## config.mk

```make
export PLATFORM = sky130hd
export DESIGN_NAME = fpmul_delay_line
export DESIGN_NICKNAME = d
export VERILOG_FILES = /design/src/rtl/fpmul_delay_line.sv
export SDC_FILE = /design/constraint.sdc
export NUM_CORES = 1
export LEC_CHECK = 0
export ABC_AREA = 1
export BUFFER_PORTS_ARGS = -buffer_cell sky130_fd_sc_hd__buf_2
export CORE_UTILIZATION = 50
export CTS_BUF_LIST = sky130_fd_sc_hd__clkbuf_4
export DETAILED_ROUTE_END_ITERATION = 8
export GPL_TIMING_DRIVEN = 0
export PLACE_DENSITY_LB_ADDON = 0.2
export SYNTH_ARGS = -nofsm -noshare
export SYNTH_HDL_FRONTEND = slang
export SYNTH_SLANG_ARGS = --single-unit
export TNS_END_PERCENT = 5
```

## constraint.sdc

```tcl
create_clock -name clk -period 4.83 [get_ports clk]
set_clock_uncertainty 0.2 [all_clocks]
set_input_delay 0.7245 -clock clk [delete_from_list [all_inputs] [get_ports clk]]
set_output_delay 0.7245 -clock clk [all_outputs]
set_load 0.1 [all_outputs]
```

## src/rtl/fpmul_delay_line.sv

```systemverilog
// Fixed-depth shift register carrying {valid, expected} words alongside the
// DUT pipeline; flush clears every stage so in-flight expectations are dropped.
module fpmul_delay_line #(
  parameter int WIDTH   = 33,
  parameter int LATENCY = 4
) (
  input  logic             clk,
  input  logic             rst,
  input  logic             flush,
  input  logic [WIDTH-1:0] in_word,
  output logic [WIDTH-1:0] tap_word
);

  logic [WIDTH-1:0] stage_r [LATENCY];

  // Shift every stage each cycle; stage 0 always loads the incoming word.
  always_ff @(posedge clk or posedge rst) begin
    if (rst) begin
      for (int i = 0; i < LATENCY; i++) stage_r[i] <= {WIDTH{1'b0}};
    end else if (flush) begin
      for (int i = 0; i < LATENCY; i++) stage_r[i] <= {WIDTH{1'b0}};
    end else begin
      stage_r[0] <= in_word;
      for (int i = 1; i < LATENCY; i++) stage_r[i] <= stage_r[i-1];
    end
  end

  assign tap_word = stage_r[LATENCY-1];

endmodule

```

==> results of run 1 <==
kinds of logic (layout without fill, tap and decap cells):
group,count (synthesis),in the layout,share of synthesized area
buffers and inverters,181,281,0.188
DFF,132,132,0.706
and+or+nand+nor,132,132,0.106
layout make-up:
type,count,share of cell area
timing repair buffer,68,0.0669
clock buffer,24,0.0332
clock inverter,8,0.0111
tap,108,0.0249
inverter,133,0.0930
buffer,48,0.0699
sequential,132,0.609
multi-input combinational,132,0.0914
registers in the layout (all words and copies together), names as in the netlist:
register and count:
tap_word 33, stage_r 99
through the flow:
| step | util | TNS (ns) |
|---|---|---|
| 2_1_floorplan | - | 0 |
| 3_3_place_gp | 0.579 | -94.87 |
| 3_5_place_dp | 0.583 | 0 |
| 4_1_cts | 0.610 | 0 |
| 5_1_grt | 0.610 | 0 |
| 6_report | 0.610 | 0 |
report_power, final:
group	leakage (nW)	switching [mW]	internal (mW)
clock	0.143	0.339	0.287
combinational	1.21	0.0979	0.0431
sequential	1.78	0.00867	1.14
layer usage:
metal / up-vias / wire length [um] / GRT usage
li1: 1349 / - / -
met1: 1268 / 2330 / 0.139
met2: 55 / 3330 / 0.281
met3: 9 / 239 / 0.0532
met4: 0 / 80 / 0.0723
met5: - / 0 / 0
layout by cell type, fill, tap and decap left out, drive strengths merged:
cell type  synthesis  final
clkbuf             0     24
nor2             132    132
dfrtp            132    132
bufinv             0      1
buf               48    116
clkinv             0      7
inv              133    133
worst paths after layout:
check	slack, ns	cells after the start	from	end
max in group asynchronous	3.64	3	rst	stage_r[90]
min in group clk	0.23	3	in_word[30]	stage_r[129]
setup / recovery	2.56	2	tap_word[27]	tap_word[27]
hold reg to reg	0.25	2	stage_r[74]	stage_r[41]
setup reg to reg	4.05	2	stage_r[59]	tap_word[26]
hold / removal	0.08	2	rst	tap_word[4]
cells in the mapped netlist:
| library cell | instances |
|---|---|
| buf_4 | 33 |
| nor2_1 | 132 |
| buf_2 | 6 |
| inv_1 | 133 |
| buf_6 | 9 |
| dfrtp_1 | 132 |
critical path, delay by kind of cell, from the launching register on:
| family | cells | cell delay [ns] |
|---|---|---|
| buf+inv | 2 | 0.51 |
| flops | 1 | 0.35 |
==> impl_results.md, run 1 <==
* Final Setup Violations at 0
* Setup crit end kind: primary output
* Outcome: finished clean
* Ant diodes at 0
* Starting density of the core at 0.526
* CTS hold repair buffers at 0
* Remaining antenna violation count at 0
* CTS sink cnt at 132
* Non-filler instance count after layout at about 650
* Synth top area share at 0.706
* Fmax at 441 MHz
* # DRC at 0
* Mean Syn Cell Area at 10.5 um2
* Synth-to-Final Area Change at 15.9%
* Post-synthesis sequential area ratio at 0.706
* Global Route Usage Sum at 0.148
* Setup WS pre-CTS at 3.07 ns
* Fill cells at 720
* PnR worst setup slack at 2.56 ns
* Mapped Cells at 445
* Part of the cycle the worst path needs at 0.469
* Post-CTS Setup Bufs at 0
* # resized after CTS at 0
* Seq cells post-synth at 132
* Vias in the first global route at 2659
* Placed cell area at 5180 um2
* FF+latch area at 3300 um2
* Pins Over Slew Limit at 0
* Hold Path Class: in -> async
* Clock Latency Late Sink at 0.49 ns
* Drt pass-1 iters at 4
* Vias per cell at 4.11
* Synth area leaders: dfrtp_1 (71%), inv_1 (11%), nor2_1 (11%)
* Global route overflow at 0
* Lkg Pwr at ~3.1 nW
* Syn Nets at 481
* RSZ-0062 raised after global routing: false
* Maxcap violations at 0
* Ys Warns at 0
* Wire length per cell at 9.16 um
* Hpwl dp at 4070 um
* Final #Nets at about 570
* Core ar. at 8890 um2
* Final WL at 5980 um
* Placed cell count at 621
* Vias at 2681
* CP arrival at 1.34 ns
* Htree depth at 4
* Clk buf depth at 2
* Post-route cell area at 5420 um2
* Final Hold Fails at 0
* Row count at 34
* Port Buf Inserts at 67
* DR iter-0 viols at 40
* Global-route wire length before repair at approximately 11000 um
* CP Data Required Time at about 3.9 ns
* Synth area leader: dfrtp_1
* Io pins at 69
* Tot Pwr at 1.91 mW
* Post-route minimum period at between 2 and 2.5 ns
* Initial antenna violation count at 0
* Netlist cell types at 6
* Worst rel slew slack at 0.671
* Area taken by multi-input logic gates at 495 um2
* Power per cell area at 353 nW/um2
* Reg clk slew, reported paths at 0.10 ns
* Netlist Area Pre-Place at 4680 um2
* RePlAce Congestion at slightly above 0.7
* CTS buffer count at 17
* Hold Slack at 0.0751 ns
* CP peak stage delay at 0.41 ns
* CTS tree: yes
* Largest net degree at the start of global routing at 77
* CP max-delay cell: buf_2
* Maximum VDD drop at ~0.00021 V
* Crit Path Max Fanout at 1
* Critical path class: reg -> out
* Height of the die at 98.7 um
* Tightest Pin Transition at 0.494 ns
* Crit-path cells: buf_4 > buf_2
* Fraction of layout instances using a drive strength above 1 at 0.266
* CP Launch Type: flop
* Die area at between 9000 and 10000 um2
* Die Wd at between 90 and 100 um
* Clk root buf: clkbuf_4
(Power assumes the default switching activity.)
==> run 2: changes to the inputs <==
==> constraint.sdc (replaced) <==
create_clock -name clk -period 2.3 [get_ports clk]
set_clock_uncertainty 0.2 [all_clocks]
set_input_delay 0.345 -clock clk [delete_from_list [all_inputs] [get_ports clk]]
set_output_delay 0.345 -clock clk [all_outputs]
set_load 0.1 [all_outputs]
==> run 2 against run 1 <==
Effect of this change:
- critical path type unchanged
- clock power grew to 2.6 times the previous value
- die area stayed put
- flip-flop and latch count stayed put
==> impl_results.md, run 2 (synthesis results as in run 1) <==
* CTS buffer count at 17 (unchanged)
* Hold Startpoint: flush
* Worst setup startpoint: tap_word[22] (was tap_word[27])
* Bufs and invs on worst path at 2 (unchanged)
* Logic pwr share at 0.080 (was 0.074)
* Row count at 34 (unchanged)
* Height of the die at 98.7 um (unchanged)
* Cell-internal power at 3.39 mW (was 1.47 mW)
* CP peak stage delay at 0.41 ns (about the same)
* Crit Path Max Fanout at 1 (unchanged)
* CP delay by family, top: buffers and inverters (unchanged)
* Reg2reg setup slack at 1.52 ns (was 4.05 ns)
* Post-CTS Setup Bufs at 0 (unchanged)
* Global-route wire length before repair at 11800 um (was 10700 um)
* Reg2reg end: stage_r[88] (was tap_word[26])
* Clk root buf: clkbuf_4 (unchanged)
* Starting density of the core at 0.526 (unchanged)
* Fill cells at 671 (was 720)
* Hold Path End: stage_r[129]
* Part of the cycle the worst path needs at 0.824
* Drt pass-1 iters at 4 (unchanged)
* Port Buf Inserts at 67 (unchanged)
* Synth-to-Final Area Change at 25.2% (was 15.9%)
* R2r startpoint: stage_r[121] (was stage_r[59])
* Setup crit end kind: primary output (unchanged)
* Tot Pwr at 4.39 mW (was 1.91 mW)
* Maxcap violations at 0 (unchanged)
* # DRC at 0 (unchanged)
* Worst rel slew slack at 0.666 (was 0.671)
* Largest register FFs at 99 (unchanged)
* Global route overflow at 0 (unchanged)
* Clock power share at 0.371 (was 0.327)
* RePlAce Congestion at 0.730 (was 0.722)
* Net switching power at 0.995 mW (was 0.445 mW)
* FF+latch area at 3300 um2 (unchanged)
* Wire length per cell at 9.71 um (was 9.16 um)
* Sequential power share at 0.549 (was 0.600)
* Remaining antenna violation count at 0 (unchanged)
* Hpwl dp at 4180 um (was 4070 um)
* RSZ-0062 raised after global routing: false (unchanged)
* Die area at 9740 um2 (unchanged)
* Cell depth of the worst hold path at 3
* Maximum VDD drop at 0.000386 V (was 0.000214 V)
* Initial antenna violation count at 0 (unchanged)
* Power per cell area at 749 nW/um2 (was 353 nW/um2)
* Final Hold Fails at 0 (unchanged)
* Tightest Pin Transition at 0.505 ns (was 0.494 ns)
* CP arrival at 1.35 ns (was 1.34 ns)
* Clk buf depth at 2 (unchanged)
* CP max-delay cell: buf_2 (unchanged)
* Pins Over Slew Limit at 0 (unchanged)
* Post-route minimum period at 1.89 ns
* Largest Register: stage_r (unchanged)
* Hold Path Class: in -> reg (was in -> async)
* Io pins at 69 (unchanged)
* Largest net degree at the start of global routing at 42 (was 77)
* DR iter-0 viols at 60 (was 40)
* Final Setup Violations at 0 (unchanged)
* Ant diodes at 0 (unchanged)
* Vias per cell at 4.02 (was 4.11)
* Vias in the first global route at 2805 (was 2659)
* Worst Reg-to-Reg Cells at 2 (unchanged)
* Clock Latency Late Sink at 0.48 ns (was 0.49 ns)
* Lkg Pwr at 3.31 nW (was 3.14 nW)
* Area taken by multi-input logic gates at 495 um2 (unchanged)
* Sw frac at 0.227 (was 0.233)
* Crit-path cells: buf_4 > buf_2 (unchanged)
* Final core occ at 0.659 (was 0.610)
* Die Wd at 98.7 um (unchanged)
* CTS sink cnt at 132 (unchanged)
* Htree depth at 4 (unchanged)
* CTS tree: yes (unchanged)
* Global Route Usage Sum at 0.161 (was 0.148)
* Vias at 2763 (was 2681)
* Core ar. at 8890 um2 (unchanged)
* Critical path class: reg -> out (unchanged)
* CP Data Required Time at 1.75 ns (was 3.91 ns)
* Most frequent cells in the layout: inv_1 (132), nor2_1 (132), dfrtp_1 (132) (unchanged)
* Fmax at 528 MHz
* Final #Nets at 604 (was 568)
* CP Launch Type: flop (unchanged)
* Outcome: finished clean (unchanged)
* Reg clk slew, reported paths at 0.11 ns (was 0.10 ns)
* Fraction of layout instances using a drive strength above 1 at 0.253 (was 0.266)
* Final WL at 6680 um (was 5980 um)
run 2: cell types whose count changed in the layout (fill, tap and decap cells not counted), sizes merged:
cell         previous run  this run
bufinv                  1         4
dlygate4sd3             0        34
buf                   116       118
inv                   133       132
clkinvlp                0         2
clkbuf                 24        19
run 2: worst min-delay path, stage by stage:
cell and delay, ns:
buf_2 0.14, buf_6 0.18, nor2_1 0.06
run 2: worst max-delay path by stage:
stage               slack (ns)      endpoint  cells past startpoint
floorplan                 0.12  stage_r[100]                      1
global placement         -0.56  stage_r[101]                      2
detailed placement        0.88   stage_r[35]                      4
CTS                       0.36  tap_word[21]                      2
global route              0.31  tap_word[32]                      2
finish                    0.41  tap_word[22]                      2
run 2: layout make-up:
| type | instances | share of cell area |
|---|---|---|
| Inverter | 133 | 0.0859 |
| Clock inverter | 12 | 0.0278 |
| Clock buffer | 19 | 0.0244 |
| Sequential cell | 132 | 0.564 |
| Timing Repair Buffer | 104 | 0.126 |
| Multi-Input combinational cell | 132 | 0.0846 |
| Tap cell | 108 | 0.0231 |
| Buffer | 48 | 0.0647 |
run 2: what timing repair did:
action	4_1_cts	5_1_grt
endpoints found under the hold margin	59	0
setup endpoints to repair	0	0
hold buffers	34	0
gates resized for setup	0	0
run 2: layer usage:
metal,up-vias,GRT usage,share of wire
met3,17,0.0518,0.037
met5,-,0,0
met1,1264,0.161,0.39
met4,0,0.0873,0.025
met2,63,0.297,0.55
li1,1419,-,-
run 2: per-stage QoR:
step	cell area [um2]	setup slack, ns	setup TNS, ns	cells	hold WS, ns
5_1_grt	5860	0.314	0	688	0.0411
2_1_floorplan	4680	0.118	0	445	0.234
4_1_cts	5860	0.360	0	688	0.0430
3_5_place_dp	5210	0.876	0	623	0.197
3_3_place_gp	5150	-0.563	-73.28	620	0.236
6_report	5860	0.406	0	688	0.0739
run 2: power by group through the flow:
stage	sequential [mW]	combinational [mW]	clock (mW)
detailed placement	2.46	0.311	0
global placement	2.46	0.289	0
CTS	2.41	0.355	1.66
global route	2.42	0.393	1.78
finish	2.41	0.350	1.63
floorplan	2.45	0.225	0
==> run 3: changes to the inputs <==
==> constraint.sdc (replaced) <==
create_clock -name clk -period 1.7 [get_ports clk]
set_clock_uncertainty 0.2 [all_clocks]
set_input_delay 0.255 -clock clk [delete_from_list [all_inputs] [get_ports clk]]
set_output_delay 0.255 -clock clk [all_outputs]
set_load 0.1 [all_outputs]
==> run 3 against run 2 <==
Effect of this change:
- combinational power up 49%
- highest routed layer unchanged
- final area up 7.6%
- global-route usage up 0.38 points
- wire length up 5.9%
- register-to-register slack worse by 0.60 ns
- critical path type unchanged
- flip-flop and latch count unchanged
==> impl_results.md, run 3 (synthesis results as in run 1) <==
* Outcome: finished clean (unchanged)
* Post-route minimum period at 1.64 ns
* Most frequent cells in the layout: inv_1 (132), nor2_1 (132), dfrtp_1 (132) (unchanged)
* CP arrival at 1.18 ns (was 1.35 ns)
* Tot Pwr at 5.99 mW (was 4.39 mW)
* Power per cell area at 950 nW/um2 (was 749 nW/um2)
* DR iter-0 viols at 84 (was 60)
* Hold Path Class: in -> async (was in -> reg)
* Final #Nets at 607 (was 604)
* Final WL at 7080 um (was 6680 um)
* Hpwl dp at 4180 um (unchanged)
* Vias at 2797 (was 2763)
* CP Launch Type: flop (unchanged)
* Reg clk slew, reported paths at 0.11 ns (about the same)
* CTS buffer count at 17 (unchanged)
* Largest register FFs at 99 (unchanged)
* Port Buf Inserts at 67 (unchanged)
* Post-CTS Setup Bufs at 0 (unchanged)
* CTS tree: yes (unchanged)
* Setup crit end kind: primary output (unchanged)
* # DRC at 0 (unchanged)
* Io pins at 69 (unchanged)
* Setup WS pre-CTS at 0.366 ns (was 0.876 ns)
* Non-filler instance count after layout at 691 (was 688)
* Fraction of layout instances using a drive strength above 1 at 0.252 (was 0.253)
* Wire length per cell at 10.2 um (was 9.71 um)
* Worst rel slew slack at 0.683 (was 0.666)
* Reg2reg setup slack at 0.92 ns (was 1.52 ns)
* Clock Latency Late Sink at 0.50 ns (was 0.48 ns)
* Critical path class: reg -> out (unchanged)
* Fill cells at 612 (was 671)
* Clk root buf: clkbuf_4 (unchanged)
* Crit Path Max Fanout at 1 (unchanged)
* Hold Slack at 0.120 ns (was 0.0739 ns)
* Fmax at between 600 and 700 MHz
* Maxcap violations at 0 (unchanged)
* Fin Setup TNS at 0 ns (unchanged)
* Reg2reg end: stage_r[88] (unchanged)
* Die Wd at 98.7 um (unchanged)
* CP Data Required Time at 1.24 ns (was 1.75 ns)
* Clk buf depth at 2 (unchanged)
* CTS sink cnt at 132 (unchanged)
* RePlAce Congestion at 0.730 (unchanged)
* Lkg Pwr at 3.40 nW (was 3.31 nW)
* Tightest Pin Transition at 0.475 ns (was 0.505 ns)
* Largest net degree at the start of global routing at 42 (unchanged)
* Synth-to-Final Area Change at 34.7% (was 25.2%)
* R2r startpoint: stage_r[121] (unchanged)
* Part of the cycle the worst path needs at 0.962
* Height of the die at 98.7 um (unchanged)
* PnR worst setup slack at 0.0646 ns (was 0.406 ns)
* Remaining antenna violation count at 0 (unchanged)
* Pins Over Slew Limit at 0 (unchanged)
* Starting density of the core at 0.526 (unchanged)
* Final Setup Violations at 0 (unchanged)
* Initial antenna violation count at 0 (unchanged)
* Placed cell count at 623 (unchanged)
* Global-route wire length before repair at 12100 um (was 11800 um)
* Global Route Usage Sum at 0.165 (was 0.161)
* Global route overflow at 0 (unchanged)
* Worst Reg-to-Reg Cells at 2 (unchanged)
* Vias per cell at 4.05 (was 4.02)
* Row count at 34 (unchanged)
* Core ar. at 8890 um2 (unchanged)
* Die area at 9740 um2 (unchanged)
* Htree depth at 4 (unchanged)
* Vias in the first global route at 2892 (was 2805)
* Final Hold Fails at 0 (unchanged)
* Maximum VDD drop at 0.000522 V (was 0.000386 V)
* Largest Register: stage_r (unchanged)
* RSZ-0062 raised after global routing: true (was false)
* Ant diodes at 0 (unchanged)
* Drt pass-1 iters at 5 (was 4)
[run 3: worst max path at each step]
stage / cells after the start / from / slack [ns] / end
after detailed placement: 4 / rst / 0.37 / stage_r[35]
after global placement: 2 / rst / -1.07 / stage_r[101]
after global routing: 2 / tap_word[4] / -0.01 / tap_word[4]
after floorplan: 1 / rst / -0.39 / stage_r[100]
after CTS: 2 / tap_word[2] / 0.002 / tap_word[2]
final: 2 / tap_word[28] / 0.06 / tap_word[28]
[run 3: layout make-up]
cell class              count  area, um2  area share
plain buffers              48        432      0.0685
flip-flops and latches    132       3300       0.524
repair buffers            107       1130       0.179
inverters                 133        503      0.0798
multi-input cells         132        495      0.0786
clock buffers              19        143      0.0226
well taps                 108        135      0.0214
clock inverters            12        163      0.0258
[run 3: through the flow]
step / utilization / cell area [um2]
after floorplan: - / 4680
after global placement: 0.579 / 5150
after detailed placement: 0.586 / 5210
after CTS: 0.679 / 6040
after global routing: 0.709 / 6300
final: 0.709 / 6300
[run 3: critical path, stage by stage (launching register included)]
cell and delay [ns]:
dfrtp_1 0.38, buf_4 0.14, buf_6 0.17
[run 3: where the power goes]
part | total (mW) | internal, mW | leakage [nW] | switching [mW]
Sequential | 3.26 | 3.24 | 1.78 | 0.0260
Clock | 2.20 | 1.17 | 0.165 | 1.03
Combinational | 0.521 | 0.218 | 1.45 | 0.303
[run 3: layer usage]
metal  vias to the layer above  wire length (um)  track usage
met5                         -                 0            0
met4                         0               167       0.0850
met3                        15               221       0.0518
met2                        59              3910        0.303
met1                      1299              2770        0.168
li1                       1424                 -            -
[run 3: timing repair]
item                                    4_1_cts  5_1_grt
endpoints found under the setup margin       33       30
cloned                                        0        0
hold endpoints to repair                     99        0
resized for setup                            51       65
hold buffers                                 37        0
